### config.mk
export PLATFORM = sky130hd
export DESIGN_NAME = mem_arbiter_flat
export DESIGN_NICKNAME = d
export VERILOG_FILES = /design/src/rtl/mem_arbiter_if.sv /design/src/rtl/mem_arbiter.sv /design/src/flat_wrapper.sv
export SDC_FILE = /design/constraint.sdc
export NUM_CORES = 1
export LEC_CHECK = 0
export CORE_MARGIN = 2
export CORE_UTILIZATION = 42
export CTS_CLUSTER_SIZE = 24
export DETAILED_ROUTE_END_ITERATION = 12
export GPL_TIMING_DRIVEN = 0
export PLACE_DENSITY = 0.82
export SLEW_MARGIN = 10
export SYNTH_ARGS = -nofsm -noshare
export SYNTH_HDL_FRONTEND = slang
export SYNTH_SLANG_ARGS = --single-unit
### constraint.sdc
create_clock -name clk -period 3.8 [get_ports clk]
set_input_delay 0.76 -clock clk [delete_from_list [all_inputs] [get_ports clk]]
set_output_delay 0.76 -clock clk [all_outputs]
set_load 0.05 [all_outputs]
### src/rtl/mem_arbiter_if.sv
// Bus bundle for mem_arbiter: fetch port, data port, error flag and memory side.
// The arbiter attaches through the slave modport; a requester/memory model uses master.
interface mem_arbiter_if;
  logic        if_req;
  logic [31:0] if_addr;
  logic        if_ready;
  logic [31:0] if_rdata;

  logic        dm_req;
  logic        dm_we;
  logic [31:0] dm_addr;
  logic [31:0] dm_wdata;
  logic        dm_ready;
  logic [31:0] dm_rdata;

  logic        err;

  logic        mem_en;
  logic        mem_we;
  logic [31:0] mem_addr;
  logic [31:0] mem_wdata;
  logic [31:0] mem_rdata;
  logic        mem_ack;

  modport slave (
    input  if_req, if_addr, dm_req, dm_we, dm_addr, dm_wdata, mem_rdata, mem_ack,
    output if_ready, if_rdata, dm_ready, dm_rdata, err,
    output mem_en, mem_we, mem_addr, mem_wdata
  );

  modport master (
    output if_req, if_addr, dm_req, dm_we, dm_addr, dm_wdata, mem_rdata, mem_ack,
    input  if_ready, if_rdata, dm_ready, dm_rdata, err,
    input  mem_en, mem_we, mem_addr, mem_wdata
  );
endinterface

### src/rtl/mem_arbiter.sv
// Two-port memory arbiter: an instruction-fetch port and a data port share one
// single-outstanding memory interface. Data normally wins a tie, but a fetch that
// has watched MAX_DM_STREAK data grants go by is granted next. Every access ends
// in a one-cycle response slot; a watchdog aborts accesses the memory never acks.
module mem_arbiter #(
  parameter int MAX_DM_STREAK = 3,
  parameter int TIMEOUT       = 15
) (
  input  logic         clk,
  input  logic         reset,
  mem_arbiter_if.slave bus
);

  typedef enum logic [1:0] {
    IDLE    = 2'd0,
    BUSY_IF = 2'd1,
    BUSY_DM = 2'd2,
    RESP    = 2'd3
  } state_t;

  localparam int                WDOG_W       = $clog2(TIMEOUT + 1);
  localparam logic [1:0]        STREAK_LIMIT = 2'(MAX_DM_STREAK);
  localparam logic [WDOG_W-1:0] WDOG_LAST    = WDOG_W'(TIMEOUT - 1);

  state_t            state;
  logic [1:0]        dm_streak;
  logic [WDOG_W-1:0] wdog;

  logic              mem_en_r;
  logic              mem_we_r;
  logic [31:0]       mem_addr_r;
  logic [31:0]       mem_wdata_r;

  logic              if_ready_r;
  logic              dm_ready_r;
  logic [31:0]       if_rdata_r;
  logic [31:0]       dm_rdata_r;
  logic              err_r;

  logic              grant_dm;
  logic              grant_if;
  logic              access_done;
  logic [31:0]       resp_data;

  // Streak counter only needs to reach the limit, so it saturates at all-ones.
  function automatic logic [1:0] sat_inc(input logic [1:0] v);
    return (v == 2'b11) ? v : v + 2'd1;
  endfunction

  // Arbitration and completion decisions, consumed only by the FSM below.
  assign grant_dm    = bus.dm_req && !(bus.if_req && (dm_streak == STREAK_LIMIT));
  assign grant_if    = bus.if_req && !grant_dm;
  // An ack on the expiry edge counts as a normal completion.
  assign access_done = bus.mem_ack || (wdog == WDOG_LAST);
  // Writes and aborted accesses return zero data.
  assign resp_data   = (bus.mem_ack && !mem_we_r) ? bus.mem_rdata : 32'd0;

  // Controller: arbitration, memory-side drive, watchdog and response pulses.
  always_ff @(posedge clk) begin
    if (reset) begin
      state       <= IDLE;
      dm_streak   <= 2'd0;
      wdog        <= '0;
      mem_en_r    <= 1'b0;
      mem_we_r    <= 1'b0;
      mem_addr_r  <= 32'd0;
      mem_wdata_r <= 32'd0;
      if_ready_r  <= 1'b0;
      dm_ready_r  <= 1'b0;
      if_rdata_r  <= 32'd0;
      dm_rdata_r  <= 32'd0;
      err_r       <= 1'b0;
    end else begin
      if_ready_r <= 1'b0;
      dm_ready_r <= 1'b0;
      if_rdata_r <= 32'd0;
      dm_rdata_r <= 32'd0;
      err_r      <= 1'b0;

      case (state)
        IDLE: begin
          wdog <= '0;
          if (grant_dm) begin
            state       <= BUSY_DM;
            mem_en_r    <= 1'b1;
            mem_we_r    <= bus.dm_we;
            mem_addr_r  <= bus.dm_addr;
            mem_wdata_r <= bus.dm_wdata;
            // Only grants that made a waiting fetch wait extend the streak.
            dm_streak   <= bus.if_req ? sat_inc(dm_streak) : 2'd0;
          end else if (grant_if) begin
            state       <= BUSY_IF;
            mem_en_r    <= 1'b1;
            mem_we_r    <= 1'b0;
            mem_addr_r  <= bus.if_addr;
            mem_wdata_r <= 32'd0;
            dm_streak   <= 2'd0;
          end
        end

        BUSY_IF, BUSY_DM: begin
          // Memory-side registers are not touched here, so they stay stable
          // regardless of what the requesters do while the access is open.
          if (access_done) begin
            state    <= RESP;
            mem_en_r <= 1'b0;
            mem_we_r <= 1'b0;
            wdog     <= '0;
            err_r    <= !bus.mem_ack;
            if (state == BUSY_IF) begin
              if_ready_r <= 1'b1;
              if_rdata_r <= resp_data;
            end else begin
              dm_ready_r <= 1'b1;
              dm_rdata_r <= resp_data;
            end
          end else begin
            wdog <= wdog + 1'b1;
          end
        end

        RESP: begin
          // Response slot: requesters update their request lines here, so no
          // arbitration until the next IDLE cycle.
          state <= IDLE;
        end

        default: state <= IDLE;
      endcase
    end
  end

  assign bus.mem_en    = mem_en_r;
  assign bus.mem_we    = mem_we_r;
  assign bus.mem_addr  = mem_addr_r;
  assign bus.mem_wdata = mem_wdata_r;
  assign bus.if_ready  = if_ready_r;
  assign bus.if_rdata  = if_rdata_r;
  assign bus.dm_ready  = dm_ready_r;
  assign bus.dm_rdata  = dm_rdata_r;
  assign bus.err       = err_r;

endmodule

### src/flat_wrapper.sv
// flat-port wrapper written by rule: the top's interface ports become plain ports
module mem_arbiter_flat 
#(
  parameter int MAX_DM_STREAK = 3,
  parameter int TIMEOUT       = 15
)
  (clk, reset, bus_if_req, bus_if_addr, bus_dm_req, bus_dm_we, bus_dm_addr, bus_dm_wdata, bus_mem_rdata, bus_mem_ack, bus_if_ready, bus_if_rdata, bus_dm_ready, bus_dm_rdata, bus_err, bus_mem_en, bus_mem_we, bus_mem_addr, bus_mem_wdata);
  mem_arbiter_if bus_i ();
  input  logic clk;
  input  logic reset;
  input wire logic [$bits(bus_i.if_req)-1:0] bus_if_req;
  input wire logic [$bits(bus_i.if_addr)-1:0] bus_if_addr;
  input wire logic [$bits(bus_i.dm_req)-1:0] bus_dm_req;
  input wire logic [$bits(bus_i.dm_we)-1:0] bus_dm_we;
  input wire logic [$bits(bus_i.dm_addr)-1:0] bus_dm_addr;
  input wire logic [$bits(bus_i.dm_wdata)-1:0] bus_dm_wdata;
  input wire logic [$bits(bus_i.mem_rdata)-1:0] bus_mem_rdata;
  input wire logic [$bits(bus_i.mem_ack)-1:0] bus_mem_ack;
  output wire logic [$bits(bus_i.if_ready)-1:0] bus_if_ready;
  output wire logic [$bits(bus_i.if_rdata)-1:0] bus_if_rdata;
  output wire logic [$bits(bus_i.dm_ready)-1:0] bus_dm_ready;
  output wire logic [$bits(bus_i.dm_rdata)-1:0] bus_dm_rdata;
  output wire logic [$bits(bus_i.err)-1:0] bus_err;
  output wire logic [$bits(bus_i.mem_en)-1:0] bus_mem_en;
  output wire logic [$bits(bus_i.mem_we)-1:0] bus_mem_we;
  output wire logic [$bits(bus_i.mem_addr)-1:0] bus_mem_addr;
  output wire logic [$bits(bus_i.mem_wdata)-1:0] bus_mem_wdata;
  assign bus_i.if_req = bus_if_req;
  assign bus_i.if_addr = bus_if_addr;
  assign bus_i.dm_req = bus_dm_req;
  assign bus_i.dm_we = bus_dm_we;
  assign bus_i.dm_addr = bus_dm_addr;
  assign bus_i.dm_wdata = bus_dm_wdata;
  assign bus_i.mem_rdata = bus_mem_rdata;
  assign bus_i.mem_ack = bus_mem_ack;
  assign bus_if_ready = bus_i.if_ready;
  assign bus_if_rdata = bus_i.if_rdata;
  assign bus_dm_ready = bus_i.dm_ready;
  assign bus_dm_rdata = bus_i.dm_rdata;
  assign bus_err = bus_i.err;
  assign bus_mem_en = bus_i.mem_en;
  assign bus_mem_we = bus_i.mem_we;
  assign bus_mem_addr = bus_i.mem_addr;
  assign bus_mem_wdata = bus_i.mem_wdata;
  mem_arbiter #(.MAX_DM_STREAK(MAX_DM_STREAK), .TIMEOUT(TIMEOUT)) u_core (.clk(clk), .reset(reset), .bus(bus_i));
endmodule
### Word-level counts from Yosys, hierarchy flattened

Index checks and enable logic that the tools add are counted.

| storage, ports and cells | value |
|---|---|
| register bits | 141 |
| output and inout bits | 133 |

| cells by class | value |
|---|---|
| $add $sub $neg | 2 |
| eq/ne operators | 8 |
| mux-type cells | 24 |
| bitwise gates (word level) | 3 |
| reduce and logical (&&, ||, !) cells | 20 |

Operators by type and width:

| kind | count |
|---|---|
| 2-to-1 mux 32 bit | 5 |
| 2-to-1 mux 2 bit | 7 |
| case mux 4 bit (2 select lines) | 1 |
| OR reduction 4 bit | 2 |
| 2-to-1 mux 1 bit | 7 |
| == test 2 bit, second input constant | 3 |
| case mux 2 bit (3 select lines) | 1 |
| AND reduction 3 bit | 2 |
| adder 4 x 1 -> 4 bit, second input constant | 1 |
| == test 4 bit, second input constant | 1 |
| logical AND 1 bit | 4 |
| logical NOT 1 bit | 4 |
| 2-to-1 mux 4 bit | 1 |
| case mux 1 bit (2 select lines) | 2 |
| AND reduction 2 bit | 2 |
| nonzero test 2 bit | 2 |
| inequality test 3 x 1 -> 1 bit, second input constant | 1 |
| inequality test 3 bit, second input constant | 1 |
| NOT 1 bit | 3 |
| OR reduction 3 bit | 1 |
| adder 2 x 1 -> 2 bit, second input constant | 1 |
| == test 2 x 1 -> 1 bit, second input constant | 1 |
| logical NOT 2 bit | 1 |
| inequality test 2 x 1 -> 1 bit, second input constant | 1 |
| 2 further kinds | 2 |

### Longest topological paths before layout

| depth | value |
|---|---|
| word-level depth | 9 |
| depth in mapped cells | 8 |
| mapped depth without buffers | 6 |

### Worst setup path after synthesis

Ideal clock, no wire load.

| timing path | value |
|---|---|
| path type | in2reg |
| start point | input port bus_dm_req |
| end point | register u_core.mem_wdata_r[26] (netlist: u_core.bus.mem_wdata[26]) |
| data arrival time | 1.683 ns |
| data required time | 3.672 ns |
| path slack | 1.990 ns |
| stages | 7 |
| buffers on the path | 3 |
| cells stage by stage | a21boi_2 > buf_4 > and2_1 > buf_6 > buf_6 > a22oi_1 > nor2_1 |

| between the ends | value |
|---|---|
| longest elaborated chain between the ends | 5 |

Ends and longest elaborated chain:

| what | line | RTL |
|---|---|---|
| start: declaration | flat_wrapper.sv:13 | `input wire logic [$bits(bus_i.dm_req)-1:0] bus_dm_req;` |
| logical AND 1 bit * | mem_arbiter.sv:51 | `assign grant_dm = bus.dm_req && !(bus.if_req && (dm_streak == STREAK_LIMIT));` |
| logical NOT 1 bit | mem_arbiter.sv:52 | `assign grant_if = bus.if_req && !grant_dm;` |
| logical AND 1 bit | mem_arbiter.sv:52 |  |
| nonzero test 2 bit (no source line) | n/a |  |
| AND reduction 2 bit (no source line) | n/a |  |
| end signal: assignment | mem_arbiter.sv:88 | `mem_wdata_r <= bus.dm_wdata;` |
| end: declaration | mem_arbiter.sv:32 | `logic [31:0] mem_wdata_r;` |

Mark *: on every way between the ends. The rest lies on a longest branch, timed or not.
A chain may end at the register's enable or synchronous reset.

### Worst setup path after layout

| timing path | value |
|---|---|
| start point | register u_core.mem_we_r (netlist: u_core.bus.mem_we) |
| end point | output port bus_mem_we |

RTL lines:

| what | line | RTL |
|---|---|---|
| start: declaration | mem_arbiter.sv:30 | `logic mem_we_r;` |
| start signal: assignment | mem_arbiter.sv:86 | `mem_we_r <= bus.dm_we;` |
| end: declaration | flat_wrapper.sv:25 | `output wire logic [$bits(bus_i.mem_we)-1:0] bus_mem_we;` |

No word-level cell between the ends.

==> key figures <==
Run status
  • Status: complete, no violations

Global route
  • Met3 usage: 0.0795
  • Met1 Usage GRT: 0.240
  • Largest net degree at the start of global routing: 17
  • GRT overflow: 0
  • Initial antenna violation count: 0
  • Total GRT Usage: 0.226
  • Global route hottest layer: met2
  • Vias in the first global route: ~4,600
  • Global-route wire length before repair: about 23 mm
  • Met2 usage: 0.410

Floorplanning
  • Die Ht: around 110 um
  • Ports: 267
  • Initial Util: 0.427
  • Site Rows: 39
  • DIE WIDTH: 112 um
  • CORE AREA: 11,400 sq um
  • Die area: 12,400 sq um

Clock tree
  • Inserted Clock Buffers: 17
  • Worst-Skew Late Latency: 0.41 ns
  • CTS max path bufs: 2
  • CTS tree: done
  • Post-CTS Setup Inserts: 0
  • CTS Hold Buffers Added: 0
  • Clock transition at path regs: 0.06 ns
  • Clk Tree Root Cell: clkbuf_16
  • Cts repair resizes: 0
  • Clock sinks: 141
  • H-tree Lvls: 4

Timing
  • Min Tclk post-route: 2.39 ns
  • Slew HR: 0.637
  • RSZ-0062 raised after global routing: no
  • Clk_skew: about 0.01 ns
  • Final-report setup violation count: 0
  • Slew @ Worst Pin: between 0.5 and 0.6 ns
  • Hold Vio Cnt, Final: 0
  • Setup TNS: 0 ns
  • Fmax: 0.419 GHz
  • Final Slew Violations: 0
  • Worst hold slack: 0.471 ns
  • PnR worst setup slack: roughly 1.4 ns
  • Period utilization: 0.628

Finish
  • # diodes: 0
  • Most common cell after layout, fill and taps aside: clkdlybuf4s50_1
  • Area growth, synth to finish: 70.3%
  • Nets: 887
  • Post-layout util: 0.727
  • Ratio of cells with drive above 1 in the final layout: 0.0567
  • Leading cell types in the layout, fill and taps excluded: clkdlybuf4s50_1, dfxtp_1, nor2_1
  • Non-filler cells in the finished layout: 901

Setup path
  • Delay-heaviest family, CP: buffers and inverters
  • Cells along the critical path: clkdlybuf4s50_1
  • Max Fanout on Critical Path: 4
  • R2r endpoint: u_core.bus.if_rdata[21]$_SDFF_PP0_
  • R2R Path Start: u_core.state[0]$_SDFFE_PP0P_
  • Worst Path Required: 3.04 ns
  • CP arrival: 1.63 ns
  • WP buf/inv: 1
  • CP Launch Point: u_core.bus.mem_we$_SDFFE_PP0P_
  • CP max-delay cell: clkdlybuf4s50_1
  • Worst setup EP type: primary output
  • CP Capture Point: bus_mem_we
  • Reg2Reg Setup Slack: 1.78 ns
  • WS Path Type: reg -> out
  • CP startpoint kind: flip-flop
  • Crit path depth: 1
  • FF-to-FF path depth: 6
  • Critical Path Max Stage Delay: 0.85 ns

Placed design
  • Place WS: 1.28 ns
  • Post-DP HPWL: 10.9 mm
  • Dpl cells: 870
  • PortBufs: 266
  • GPL Wtd Cong: between 0.7 and 0.8

Synth
  • Synthesized Nets: 602
  • Adder-cell share of the synthesized area: 0.0180
  • Multiplexer area fraction after synthesis: 0.0701
  • Part of the Yosys area used for sequential elements: 0.581
  • Compound-Gate Fraction of Synth Area: 0.122
  • Cells after Synth: 461
  • Mapped Avg Cell Area: 10.5 sq um
  • XOR/XNOR Fraction of Synth Area: 0
  • #FFs+latches synth: 141
  • Synth warn: 0
  • Post-synth cell types: 33
  • Post-Synth Simple-Gate Area: 0.168
  • Syn Std Cell Area: 4860 sq um
  • Largest family of logic cells by synthesized area: simple AND/OR/NAND/NOR gates

Power
  • Static leakage: 0.00325 uW
  • Pwr Density: 714 nW/um^2
  • VDD IR-drop max: 0.000410 V

Worst hold path
  • Min-delay worst type: reg -> reg

Routing
  • Via density: around 4.9
  • DRC violation count after routing: 0
  • Iteration-0 DRC Markers: 149
  • Antenna viol nets, final: 0
  • First drt pass iteration count: 6
  • Routed len/inst: 15.5 um
  • Total number of vias: 4,408
  • WL final: 14.0 mm

Job
  • Max_cap viols: 0
[report_power, final]
| group | internal [uW] | switching (uW) |
|---|---|---|
| clock | 968 | 619 |
| sequential | 1760 | 139 |
| combinational | 854 | 1560 |
| total | 3590 | 2320 |
[final cells by class]
cell class,instances,area (sq um)
fillers,839,3100
flip-flops and latches,141,2820
repair buffers,266,2660
multi-input cells,283,1840
clock buffers,19,433
plain buffers,33,181
well taps,143,179
clock inverters,12,139
inverters,4,15.0
[sequential cells by signal, indices dropped and copies added, names as in the netlist]
signal / cells
u_core.bus.if_rdata: 32
u_core.bus.mem_we: 1
u_core.bus.err: 1
u_core.bus.if_ready: 1
u_core.bus.dm_ready: 1
u_core.bus.mem_addr: 32
u_core.wdog: 4
u_core.dm_streak: 2
u_core.bus.mem_en: 1
u_core.bus.dm_rdata: 32
u_core.state: 2
u_core.bus.mem_wdata: 32
[cells in the mapped netlist]
cell type  number  area share
buf_2           4      0.0041
nand2_1         4      0.0031
a21boi_2        1      0.0023
a32oi_1         1      0.0018
nor2b_1         2      0.0026
inv_1           4      0.0031
nand2b_1        2      0.0026
and4b_1         2      0.0041
ha_1            7       0.018
a211oi_1       35       0.054
dfxtp_1       141        0.58
a22oi_1        32       0.049
and2_1         65       0.084
and3_1          1      0.0013
clkbuf_1       19       0.015
o21ai_1         1      0.0010
buf_4           2      0.0031
or4b_1          1      0.0021
o21a_1          1      0.0015
o21ai_0         3      0.0031
nand4_1         1      0.0013
nand3b_1        1      0.0015
nor4_1          1      0.0013
nor3b_1         1      0.0015
nor3_1          1      0.0010
nand3_1         2      0.0021
or3_1           2      0.0026
a31o_2          1      0.0018
mux2i_1        34       0.070
nor2_1         74       0.057
a21oi_1         7      0.0072
buf_6           6       0.014
buf_1           2      0.0015
[kinds of logic (layout without fill, tap and decap cells)]
family / after synthesis / in the layout
mux: 34 / 34
compound gates: 82 / 82
fa+ha+maj: 7 / 7
buf+inv: 37 / 334
simple gates: 160 / 160
flops: 141 / 141
[worst min path at each step]
| stage | from | endpoint | slack (ns) | depth (start not counted) |
|---|---|---|---|---|
| 6_report | u_core.dm_streak[0]$_SDFFE_PP0P_ | u_core.dm_streak[0]$_SDFFE_PP0P_ | 0.47 | 2 |
| 5_1_grt | u_core.dm_streak[0]$_SDFFE_PP0P_ | u_core.dm_streak[0]$_SDFFE_PP0P_ | 0.51 | 2 |
| 4_1_cts | u_core.dm_streak[0]$_SDFFE_PP0P_ | u_core.dm_streak[0]$_SDFFE_PP0P_ | 0.47 | 2 |
| 3_5_place_dp | u_core.dm_streak[0]$_SDFFE_PP0P_ | u_core.dm_streak[0]$_SDFFE_PP0P_ | 0.46 | 2 |
| 3_3_place_gp | u_core.dm_streak[0]$_SDFFE_PP0P_ | u_core.dm_streak[0]$_SDFFE_PP0P_ | 0.45 | 2 |
| 2_1_floorplan | u_core.dm_streak[0]$_SDFFE_PP0P_ | u_core.dm_streak[0]$_SDFFE_PP0P_ | 0.44 | 2 |
[per-layer routing]
| metal | vias to the layer above | share of wire |
|---|---|---|
| met5 | - | 0 |
| met4 | 0 | 0.026 |
| met3 | 28 | 0.079 |
| met2 | 193 | 0.52 |
| met1 | 2034 | 0.38 |
| li1 | 2153 | - |
[metrics by stage]
| stage | instance area (sq um) | power, uW |
|---|---|---|
| after floorplan | 4860 | 3470 |
| after global placement | 7700 | 4290 |
| after detailed placement | 7700 | 4350 |
| after CTS | 8270 | 5950 |
| after global routing | 8270 | 6160 |
| final | 8270 | 5910 |
(Power assumes the default switching activity.)
